--- src/rtl/bram_stream_reader.sv ---
// bram_stream_reader
//   Read-side client for the simple dual-port BRAM. A burst request (base
//   address, word count) is turned into a sequence of BRAM reads. The fixed
//   read latency is tracked by a small valid/last pipe, and returning words
//   land in a skid FIFO whose head drives a valid/ready output stream.
//   Reads are only issued while the FIFO plus the words still in flight
//   leave room for them, so back-pressure never drops a word.
//
// Ports
//   clk, rst         single clock (shared with the BRAM read port), sync
//                    active-high reset
//   req_valid/ready  burst request handshake; accepted only when idle
//   req_base         first word address
//   req_len          word count, 0..DEPTH
//   raddr, ren       BRAM read address and read-issue strobe
//   rdata            BRAM dout
//   out_valid/ready  output stream handshake
//   out_data         stream word
//   out_last         final word of the burst (qualified by out_valid)
//   busy             burst in progress
//   done             one-cycle pulse when a burst has fully drained
module bram_stream_reader #(
  parameter int DWIDTH     = 32,
  parameter int DEPTH      = 1024,
  parameter int DOREG      = 1,
  parameter int SKID_DEPTH = 4,
  localparam int AW        = (DEPTH > 1) ? $clog2(DEPTH) : 1
) (
  input  logic              clk,
  input  logic              rst,
  input  logic              req_valid,
  output logic              req_ready,
  input  logic [AW-1:0]     req_base,
  input  logic [AW:0]       req_len,
  output logic [AW-1:0]     raddr,
  output logic              ren,
  input  logic [DWIDTH-1:0] rdata,
  output logic              out_valid,
  input  logic              out_ready,
  output logic [DWIDTH-1:0] out_data,
  output logic              out_last,
  output logic              busy,
  output logic              done
);

  localparam int LAT = (DOREG != 0) ? 2 : 1;
  localparam int PW  = (SKID_DEPTH > 1) ? $clog2(SKID_DEPTH) : 1;
  localparam int CW  = $clog2(SKID_DEPTH + 1);
  localparam int SW  = $clog2(SKID_DEPTH + LAT + 2);
  localparam int EW  = DWIDTH + 1;

  localparam logic [AW-1:0] ADDR_MAX = AW'(DEPTH - 1);
  localparam logic [AW:0]   LEN_MAX  = (AW+1)'(DEPTH);

  typedef enum logic [1:0] {
    S_IDLE,
    S_RUN,
    S_DRAIN
  } state_t;

  state_t          state;
  logic [AW:0]     remaining;
  logic [LAT-1:0]  vld_p;
  logic [LAT-1:0]  last_p;

  logic [EW-1:0]   fifo_mem [SKID_DEPTH];
  logic [PW-1:0]   wr_ptr;
  logic [PW-1:0]   rd_ptr;
  logic [CW-1:0]   fifo_count;
  logic [EW-1:0]   head;

  logic [SW-1:0]   inflight;
  logic            credit_ok;
  logic            issue;
  logic            issue_last;
  logic            accept;
  logic            push;
  logic            pop;
  logic            drain_done;

  // Address advance modulo DEPTH (works for non-power-of-two depths too).
  function automatic logic [AW-1:0] addr_inc(input logic [AW-1:0] a);
    return (a == ADDR_MAX) ? '0 : a + 1'b1;
  endfunction

  function automatic logic [PW-1:0] ptr_inc(input logic [PW-1:0] p);
    return (p == PW'(SKID_DEPTH - 1)) ? '0 : p + 1'b1;
  endfunction

  always_comb begin
    inflight = '0;
    for (int i = 0; i < LAT; i++) begin
      inflight = inflight + SW'(vld_p[i]);
    end
  end

  assign req_ready = (state == S_IDLE) & ~rst;
  assign accept    = req_valid & req_ready;

  assign out_valid = (fifo_count != '0);
  assign head      = fifo_mem[rd_ptr];
  assign out_data  = head[DWIDTH-1:0];
  assign out_last  = out_valid & head[DWIDTH];
  assign pop       = out_valid & out_ready;

  // A word popped this cycle frees its slot in time for a read issued now,
  // which is what lets SKID_DEPTH = LAT+1 sustain one word per cycle.
  assign credit_ok  = (SW'(fifo_count) + inflight) < (SW'(SKID_DEPTH) + SW'(pop));
  assign issue      = (state == S_RUN) & ~rst & (remaining != '0) & credit_ok;
  assign issue_last = issue & (remaining == (AW+1)'(1));
  assign ren        = issue;

  // Tail of the latency pipe: rdata carries a real word this cycle.
  assign push = vld_p[LAT-1];

  // Last word is leaving (or has left) the FIFO and nothing is still in flight.
  assign drain_done = (inflight == '0) &&
                      ((fifo_count == '0) || ((fifo_count == CW'(1)) && pop));

  // ---- stage p0: request / issue control ----
  always_ff @(posedge clk) begin
    if (rst) begin
      state     <= S_IDLE;
      raddr     <= '0;
      remaining <= '0;
      vld_p     <= '0;
      busy      <= 1'b0;
      done      <= 1'b0;
    end else begin
      done  <= 1'b0;
      vld_p <= (vld_p << 1) | LAT'(issue);
      case (state)
        S_IDLE: begin
          if (accept) begin
            raddr     <= req_base;
            remaining <= req_len;
            if (req_len == '0) begin
              done <= 1'b1;
            end else begin
              state <= S_RUN;
              busy  <= 1'b1;
            end
          end
        end
        S_RUN: begin
          if (issue) begin
            raddr     <= addr_inc(raddr);
            remaining <= remaining - 1'b1;
            if (issue_last) state <= S_DRAIN;
          end
        end
        S_DRAIN: begin
          if (drain_done) begin
            state <= S_IDLE;
            busy  <= 1'b0;
            done  <= 1'b1;
          end
        end
        default: state <= S_IDLE;
      endcase
    end
  end

  // ---- stage p1..pLAT: last tag travels with the BRAM read latency ----
  always_ff @(posedge clk) begin
    last_p <= (last_p << 1) | LAT'(issue_last);
  end

  // ---- stage pLAT+1: skid FIFO ----
  always_ff @(posedge clk) begin
    if (push) fifo_mem[wr_ptr] <= {last_p[LAT-1], rdata};
  end

  always_ff @(posedge clk) begin
    if (rst) begin
      wr_ptr     <= '0;
      rd_ptr     <= '0;
      fifo_count <= '0;
    end else begin
      if (push) wr_ptr <= ptr_inc(wr_ptr);
      if (pop)  rd_ptr <= ptr_inc(rd_ptr);
      unique case ({push, pop})
        2'b10:   fifo_count <= fifo_count + 1'b1;
        2'b01:   fifo_count <= fifo_count - 1'b1;
        default: ;
      endcase
    end
  end

  always_ff @(posedge clk) begin
    if (!rst) begin
      assert (!(push && (fifo_count == CW'(SKID_DEPTH))))
        else $error("skid FIFO push while full");
      assert (!(accept && (req_len > LEN_MAX)))
        else $error("req_len larger than DEPTH");
    end
  end

endmodule

--- config.mk ---
export PLATFORM = sky130hd
export DESIGN_NAME = bram_stream_reader
export DESIGN_NICKNAME = d
export VERILOG_FILES = /design/src/rtl/bram_stream_reader.sv
export SDC_FILE = /design/constraint.sdc
export NUM_CORES = 1
export LEC_CHECK = 0
export CAP_MARGIN = 15
export CORE_ASPECT_RATIO = 1.1
export CORE_UTILIZATION = 49
export CTS_CLUSTER_SIZE = 30
export DETAILED_ROUTE_END_ITERATION = 10
export GPL_ROUTABILITY_DRIVEN = 0
export PLACE_DENSITY = 0.83
export SYNTH_ARGS = -nofsm -noshare
export SYNTH_HDL_FRONTEND = slang
export SYNTH_SLANG_ARGS = --single-unit
--- constraint.sdc ---
create_clock -name clk -period 2.6 [get_ports clk]
set_input_delay 0.39 -clock clk [delete_from_list [all_inputs] [get_ports clk]]
set_output_delay 0.39 -clock clk [all_outputs]
set_load 0.005 [all_outputs]
### After elaboration in Yosys (flattened, before gate mapping)

Memory sizes are Yosys's and may differ from the RTL's. A register that Yosys moved wholly into a read port is not among the register bits.
Cells that the tools add are included.

| word-level totals | value |
|---|---|
| register bits | 36 |
| memory bits (writable) | 132 |
| input bits | 57 |
| output and inout port bits | 48 |
| word-level logic and storage cells | 89 |
| memories | 1 |

Memories:

| name | words | bits a word | read ports | clocked after memory_dff | write ports | RTL line | RTL |
|---|---|---|---|---|---|---|---|
| fifo_mem | 4 | 33 | 1 | 1 | 1 | 66 | `logic [EW-1:0] fifo_mem [SKID_DEPTH];` |

| cells by class | value |
|---|---|
| $add $sub $neg | 9 |
| $lt $le $gt $ge | 1 |
| equal/unequal tests | 14 |
| mux-type cells | 28 |
| bitwise operators | 11 |
| reduce and logical (&&, ||, !) cells | 15 |

Operators with widths:

| kind | number |
|---|---|
| 2-to-1 mux 10 bit | 3 |
| 2-to-1 mux 11 bit | 2 |
| case mux 11 bit (2 select lines) | 1 |
| case mux 10 bit (2 select lines) | 1 |
| 2-to-1 mux 2 bit | 9 |
| == test 11 x 1 -> 1 bit (second input constant) | 1 |
| logical NOT 11 bit | 1 |
| nonzero test 11 bit | 1 |
| subtractor 11 x 1 -> 11 bit (second input constant) | 1 |
| adder 10 x 1 -> 10 bit (second input constant) | 1 |
| == test 10 bit (second input constant) | 1 |
| inequality test 2 bit (second input constant) | 5 |
| bitwise AND 1 bit | 8 |
| == test 2 bit (second input constant) | 4 |
| 2-to-1 mux 1 bit | 8 |
| logical NOT 3 bit | 2 |
| case mux 2 bit (3 select lines) | 1 |
| case mux 3 bit (2 select lines) | 1 |
| nonzero test 2 bit | 3 |
| AND reduction 5 bit | 1 |
| adder 2 x 1 -> 2 bit (second input constant) | 2 |
| == test 2 x 1 -> 1 bit (second input constant) | 2 |
| OR 2 x 1 -> 2 bit | 2 |
| case mux 1 bit (2 select lines) | 2 |
| other kinds (14) | 15 |

### Depth between registers and ports, before layout

Gate-level depths: netlist (run 1).

| depth | value |
|---|---|
| word-level depth | 9 |
| depth in mapped cells | 11 |
| gate-level depth less buffers | 10 |

### Least setup slack after synthesis (run 1)

OpenSTA, ideal clock, no wires.

| path | value |
|---|---|
| kind | flip-flop to flip-flop |
| from | register vld_p[1] |
| to | register remaining[7] |
| arrival time | 2.359 ns |
| data required time | 2.483 ns |
| setup slack | 0.123 ns |
| cell stages (with the launch flop) | 11 |
| buffers on the path | 1 |
| clock period less this slack | 2.477 ns |
| cell sequence | dfxtp_1 inv_1 ha_1 ha_1 inv_1 fa_1 and3b_1 o221ai_2 o21ai_2 buf_6 a32o_1 |

| between the ends | value |
|---|---|
| word-level cells in the longest chain between the ends | 6 |

RTL lines:

| element | RTL line | RTL |
|---|---|---|
| from (decl) | 63 | `logic [LAT-1:0] vld_p;` |
| from (signal assigned) | 131 | `vld_p <= (vld_p << 1) \| LAT'(issue);` |
| adder 1 x 1 -> 2 bit | 93 | `inflight = inflight + SW'(vld_p[i]);` |
| adder 3 x 2 -> 3 bit | 108 | `assign credit_ok = (SW'(fifo_count) + inflight) < (SW'(SKID_DEPTH) + SW'(pop));` |
| < comparator 3 bit | 108 |  |
| bitwise AND 1 bit | 109 | `assign issue = (state == S_RUN) & ~rst & (remaining != '0) & credit_ok;` |
| inequality test 2 bit (no source line) | - |  |
| AND reduction 3 bit (no source line) | - |  |
| to (signal assigned) | 136 | `remaining <= req_len;` |
| to (signal assigned) | 148 | `remaining <= remaining - 1'b1;` |
| to (decl) | 62 | `logic [AW:0] remaining;` |

Every way passes these cells.
A chain may end at the register's enable or synchronous reset.

### Worst setup path after layout (run 1)

| path | value |
|---|---|
| from | register vld_p[1] |
| to | output ren |

| between the ends | value |
|---|---|
| word-level cells in the longest chain between the ends | 4 |

RTL lines:

| element | RTL line | RTL |
|---|---|---|
| adder 1 x 1 -> 2 bit | 93 |  |
| adder 3 x 2 -> 3 bit | 108 |  |
| < comparator 3 bit | 108 |  |
| bitwise AND 1 bit | 109 |  |
| to (decl) | 36 | `output logic ren,` |

Every way passes these cells.

==> results of run 1 <==
-- timing repair --
| item | 4_1_cts | 5_1_grt |
|---|---|---|
| gates resized for setup | 17 | 5 |
| hold endpoints to repair | 0 | 0 |
| pin swaps | 4 | 0 |
| cloned | 1 | 0 |
| setup endpoints to repair | 12 | 30 |
| buffers inserted | 3 | 2 |
-- placed cells by master, fill, tap and decap left out, types with 3 or more instances in the layout --
master           count
a21oi_1             26
a21oi_2              4
a31oi_1              4
and2_2               4
buf_4               21
buf_6                3
bufinv_16            3
clkbuf_16           17
clkdlybuf4s50_1    103
clkinv_4             3
dfxtp_1             35
dfxtp_2              3
edfxtp_1           132
ha_1                14
ha_4                 3
inv_1               15
inv_2                4
inv_6                3
mux2i_1              3
mux4_2              33
nand2_1             29
nand2b_1             4
nand3_1              7
nand4_1              3
nor2_1              18
nor2_2               3
nor3_1               9
o21ai_0             14
o21ai_1              4
o32ai_2              5
xor2_1               4
-- per-stage QoR --
| step | hold slack [ns] | std cells |
|---|---|---|
| 6_report | 0.329 | 773 |
| 5_1_grt | 0.351 | 773 |
| 3_3_place_gp | 0.312 | 736 |
| 3_5_place_dp | 0.315 | 736 |
| 4_1_cts | 0.330 | 772 |
| 2_1_floorplan | 0.310 | 443 |
-- power by group through the flow --
stage	Clock (W)	Combinational [W]	Sequential [W]
after floorplan	0	0.000753	0.00312
after global placement	0	0.00126	0.00313
after detailed placement	0	0.00130	0.00314
after CTS	0.00263	0.00133	0.00309
after global routing	0.00273	0.00145	0.00310
final	0.00258	0.00134	0.00309
-- cell type report --
cell class / count / area [um^2] / area share
flip-flops and latches: 170 / 4730 / 0.520
multi-input cells: 235 / 2200 / 0.242
repair buffers: 129 / 1240 / 0.137
clock buffers: 18 / 429 / 0.0472
well taps: 188 / 235 / 0.0259
clock inverters: 14 / 185 / 0.0204
inverters: 19 / 71.3 / 0.00784
-- sequential cells by signal, indices dropped and copies added, names as in the netlist, named ones only --
signal,flops
remaining,11
fifo_count,3
fifo_mem,132
busy,1
last_p,2
state,2
wr_ptr,2
rd_ptr,2
vld_p,2
raddr,10
done,1
-- per-layer routing --
| layer | vias up | part of all wire | wire [um] | track usage |
|---|---|---|---|---|
| met5 | - | 0 | 0 | 0 |
| met4 | 0 | 0.013 | 197 | 0.0754 |
| met3 | 21 | 0.078 | 1140 | 0.0582 |
| met2 | 200 | 0.53 | 7740 | 0.364 |
| met1 | 2145 | 0.38 | 5590 | 0.237 |
| li1 | 1996 | - | - | - |
-- path summary, 6_finish.rpt --
path	start	to	slack, ns
worst max-delay path	vld_p[1]	ren	-0.04
worst min-delay path	last_p[0]	last_p[1]	0.33
worst max register to register	vld_p[1]	raddr[6]	0.08
worst min register to register	last_p[0]	last_p[1]	0.33
-- cell families after synthesis --
family,share of synthesized area
buffers and inverters,0.0271
DFF,0.669
AOI/OAI and AO/OA,0.0826
adders and majority gates,0.0330
xor gates and xnor gates,0.00620
and+or+nand+nor,0.0722
muxes,0.110
==> results.json, run 1 <==
{
  "setup_ws_ns": -0.0381,
  "drt_iter0_drc": 280,
  "grt_max_degree": 34,
  "fin_area_um2": 9090,
  "grt-ovfl-total": 0,
  "skew_ns": 0.00751,
  "clock_latency_ns": 0.42,
  "wl_per_cell_um": 19.0,
  "ir_drop_uv": 618,
  "grtUsageTotal": 0.207,
  "synth_ff_type": "edfxtp_1",
  "critPathLaunchType": "flop",
  "pwr-share-comb": 0.191,
  "detail_route.wirelength_um": 14700,
  "min_path_type": "reg -> reg",
  "setup_viol": 1,
  "worst-endpoint-required_ns": 2.21,
  "areaGrowthSynthToFinish_pct": 28.9,
  "tns_ns": -0.0381,
  "worst_setup_path_end_kind": "output pin",
  "yosys-top-cells-count": "edfxtp_1 (132), dfxtp_1 (38), mux4_2 (33), nand2_1 (29), a21oi_1 (26)",
  "rsz0062_at_grt": "true",
  "clock_path_buffers": 2,
  "p_clk_frac": 0.369,
  "yosysTopAreaCell": "edfxtp_1",
  "synth.area.top_cells": "edfxtp_1 (56%), dfxtp_1 (11%), mux4_2 (11%)",
  "worst_pin_slew_ns": 0.548,
  "p_seq_frac": 0.441,
  "place_worst_setup_slack_ns": -0.119,
  "p_per_area_nw_per_um2": 771,
  "die-area_um2": 14900,
  "drv_slew": 0,
  "drcViolationCount": 0,
  "die_x_um": 116,
  "start_util": 0.508,
  "final_util": 0.654,
  "postCtsHoldBufs": 0,
  "fillCellCount": 966,
  "path_depth": 9,
  "antenna_found_initial": 0,
  "syn_nets": 518,
  "dr_total_vias": 4362,
  "drive_above_1_share": 0.217,
  "dpl.hpwl_um": 9280,
  "path_buf_inv": 3,
  "cpPeakStageDelay_ns": 0.47,
  "hold_depth": 0,
  "numCtsBuffers": 17,
  "p_int_w": 0.00529,
  "path_class": "reg -> out",
  "grt_pass1_vias": 4484,
  "rows": 45,
  "maxSlewHeadroom": 0.634,
  "via_per_inst": 5.64,
  "ys_seq_area_frac": 0.669,
  "synth.most_common_cell": "edfxtp_1",
  "avgSynthCellArea_um2": 15.9,
  "nNetsFinal": 647,
  "finalCritPeriodShare": 1.01,
  "core_um2": 13900,
  "synth.distinct_cells": 58,
  "fmax_mhz": 379,
  "crit_fanout": 2,
  "finalHoldViolCount": 0,
  "cpLargestDelayFamily": "adder cells",
  "final_antenna_net_count": 0,
  "swShare": 0.246,
  "htreeDepth": 4,
  "async_flop_share": 0,
  "cp_cell_sequence": "inv_2 > ha_4 > ha_4 > inv_2 > fa_1 > and3b_1 > o221ai_2 > nor2_2 > buf_2",
  "drv_cap": 0,
  "die_h_um": 128,
  "placed_cell_area_um2": 8380,
  "synthCells": 443,
  "min_period_ns": 2.64,
  "detail_route.first_pass.iterations": 5,
  "synth_seq_cells": 170,
  "worstPathArrival_ns": 2.25,
  "cts_num_sinks": 170,
  "diodes": 0,
  "tritoncts": "built",
  "p_switching_w": 0.00172,
  "port_buffers": 104,
  "r2r_cells": 12,
  "leakage_nw": 3.05,
  "synth_top_area_share": 0.562,
  "synth_area_um2": 7060,
  "grt_pass1_wl_um": 22500,
  "yosysWarnings": 0,
  "path_clk_slew_ns": 0.06,
  "total_power_w": 0.00701,
  "outcome": "finished with violations",
  "synth_edf_count": 132,
  "root_buffer": "clkbuf_16",
  "io-pin-count": 105,
  "slowest_stage": "fa_1",
  "violations": "negative setup slack"
}
Power figures use the tool's default switching activity.
==> inputs of run 2 (changes only) <==
ABC_AREA = 1   (was default)
CTS_CLUSTER_DIAMETER = 50   (was default)
==> results.json, run 2 <==
{
  "outcome": "finished with violations",
  "violations": "negative setup slack",
  "final_util": 0.644,
  "root_buffer": "clkbuf_16",
  "wl_per_cell_um": 15.6,
  "dpl.hpwl_um": 10300,
  "finalCritPeriodShare": 1.04,
  "synth_seq_cells": 170,
  "synth_edf_count": 132,
  "dr_total_vias": 5611,
  "synth_top_area_share": 0.538,
  "avgSynthCellArea_um2": 10.4,
  "drv_cap": 0,
  "antenna_found_initial": 0,
  "io-pin-count": 105,
  "cpPeakStageDelay_ns": 0.47,
  "path_buf_inv": 5,
  "multi_input_area_um2": 2320,
  "grt_pass1_vias": 5380,
  "synth.distinct_cells": 36,
  "fin_cells": 1035,
  "p_int_w": 0.00553,
  "slowest_stage": "fa_1",
  "crit_fanout": 2,
  "worst_setup_path_end_kind": "output pin",
  "min_period_ns": 2.69,
  "final_antenna_net_count": 0,
  "die-area_um2": 15500,
  "biggestRegsByFlops": "fifo_mem x132, remaining x11, raddr x10",
  "rsz0062_at_grt": "true",
  "finalHoldViolCount": 0,
  "path_class": "reg -> out",
  "areaGrowthSynthToFinish_pct": 27.3,
  "tritoncts": "built",
  "cpLargestDelayFamily": "adder cells",
  "critPathLaunchType": "flop",
  "diodes": 0,
  "htreeDepth": 4,
  "placed_cells": 1001,
  "drv_slew": 0,
  "syn_nets": 783,
  "drive_above_1_share": 0.116,
  "setup_ws_ns": -0.0924,
  "p_clk_frac": 0.314,
  "synthCells": 708,
  "detail_route.first_pass.iterations": 5,
  "maxSlewHeadroom": 0.583,
  "setup_viol": 1,
  "p_per_area_nw_per_um2": 851,
  "cts_num_sinks": 170,
  "grtUsageTotal": 0.216,
  "async_flop_share": 0,
  "largest_reg_flops": 132,
  "fin_hold_ws_ns": 0.326,
  "drt_iter0_drc": 578,
  "skew_ns": 0.0142,
  "ys_seq_area_frac": 0.641,
  "worst-endpoint-required_ns": 2.21,
  "synth.most_common_cell": "edfxtp_1",
  "clock_latency_ns": 0.43,
  "rows": 46,
  "tns_ns": -0.0924,
  "seq_area_um2": 4730,
  "grt_pass1_wl_um": 25900,
  "cpMostUsedCell": "inv_2",
  "worstPathArrival_ns": 2.30,
  "yosys-top-cells-count": "edfxtp_1 (132), nor2_1 (123), nand2_1 (96), o21ai_0 (92), inv_1 (48)",
  "p_switching_w": 0.00246,
  "swShare": 0.308,
  "fillCellCount": 1069,
  "path_clk_slew_ns": 0.07,
  "largest-register": "fifo_mem",
  "clock_path_buffers": 2,
  "die_x_um": 119,
  "yosysTopAreaCell": "edfxtp_1",
  "via_per_inst": 5.42,
  "fmax_mhz": 371,
  "pwr-share-comb": 0.297,
  "detail_route.wirelength_um": 16200,
  "core_um2": 14600,
  "postCtsHoldBufs": 0,
  "grt_max_degree": 45,
  "synth.area.top_cells": "edfxtp_1 (54%), dfxtp_1 (10%), nor2_1 (6.3%)",
  "ir_drop_uv": 544,
  "grt-ovfl-total": 0,
  "yosysWarnings": 0,
  "die_h_um": 131,
  "min_path_type": "reg -> reg",
  "worst_pin_slew_ns": 0.625,
  "start_util": 0.506,
  "layout_commonest_cell": "edfxtp_1",
  "synth_area_um2": 7370,
  "leakage_nw": 3.55,
  "p_seq_frac": 0.389,
  "drcViolationCount": 0,
  "port_buffers": 104,
  "numCtsBuffers": 17,
  "synth_ff_type": "edfxtp_1",
  "final_cell_mix": "edfxtp_1 (132), nor2_1 (123), clkdlybuf4s50_1 (102), nand2_1 (95), o21ai_0 (92)",
  "nNetsFinal": 905,
  "cp_cell_sequence": "inv_2 > ha_4 > ha_4 > inv_2 > fa_1 > inv_1 > nor2_1 > nand3_1 > nand2_1 > nand3_2 > inv_2 > buf_6"
}
run 2: changes by cell type after synthesis, moves of 12 or more:
cell	before	now
nor2_1	19	123
o21ai_0	14	92
nand2_1	29	96
mux4_2	33	0
o22ai_1	1	32
inv_1	19	48
nand3_1	7	33
a21oi_1	26	14
run 2: power by group through the flow:
stage	combinational (W)	sequential (W)	clock [W]
2_1_floorplan	0.00118	0.00315	0
3_3_place_gp	0.00226	0.00316	0
3_5_place_dp	0.00231	0.00316	0
4_1_cts	0.00235	0.00311	0.00253
5_1_grt	0.00262	0.00312	0.00264
6_report	0.00237	0.00311	0.00251
run 2: layer usage:
| layer | part of all wire | track usage | wire length, um |
|---|---|---|---|
| met1 | 0.41 | 0.263 | 6640 |
| met5 | 0 | 0 | 0 |
| met4 | 0.014 | 0.0782 | 228 |
| met2 | 0.50 | 0.383 | 8100 |
| met3 | 0.075 | 0.0447 | 1210 |
run 2: worst paths after layout:
kind | cells after the start | slack (ns) | from | to
setup / recovery | 12 | -0.09 | vld_p[0] | ren
setup reg to reg | 15 | 0.16 | vld_p[0] | remaining[10]
hold reg to reg | 0 | 0.33 | last_p[0] | last_p[1]
hold / removal | 0 | 0.33 | last_p[0] | last_p[1]
run 2: metrics by stage:
stage / total power [W] / worst slack (ns) / cell area [um^2]
2_1_floorplan: 0.00433 / 0.162 / 7370
5_1_grt: 0.00838 / -0.205 / 9380
3_5_place_dp: 0.00547 / -0.0713 / 8720
3_3_place_gp: 0.00541 / -0.0138 / 8720
4_1_cts: 0.00798 / -0.126 / 9350
6_report: 0.00798 / -0.0924 / 9380
run 2: repair_timing:
item | 4_1_cts | 5_1_grt
pin swaps | 4 | 3
gates resized for setup | 13 | 7
endpoints found under the setup margin | 13 | 20
buffers inserted | 1 | 1
run 2: cell type report:
type / instances / area share
sequential: 170 / 0.504
multi-input combinational: 453 / 0.248
timing repair buffer: 134 / 0.137
clock buffer: 17 / 0.0453
tap: 192 / 0.0256
inverter: 54 / 0.0219
clock inverter: 15 / 0.0181
run 2: cell families after synthesis:
logic type | after synthesis | share of synthesized area
and+or+nand+nor | 282 | 0.164
buffers and inverters | 85 | 0.0485
DFF | 170 | 0.641
xor gates and xnor gates | 4 | 0.00475
adders and majority gates | 18 | 0.0316
AOI/OAI and AO/OA | 149 | 0.110
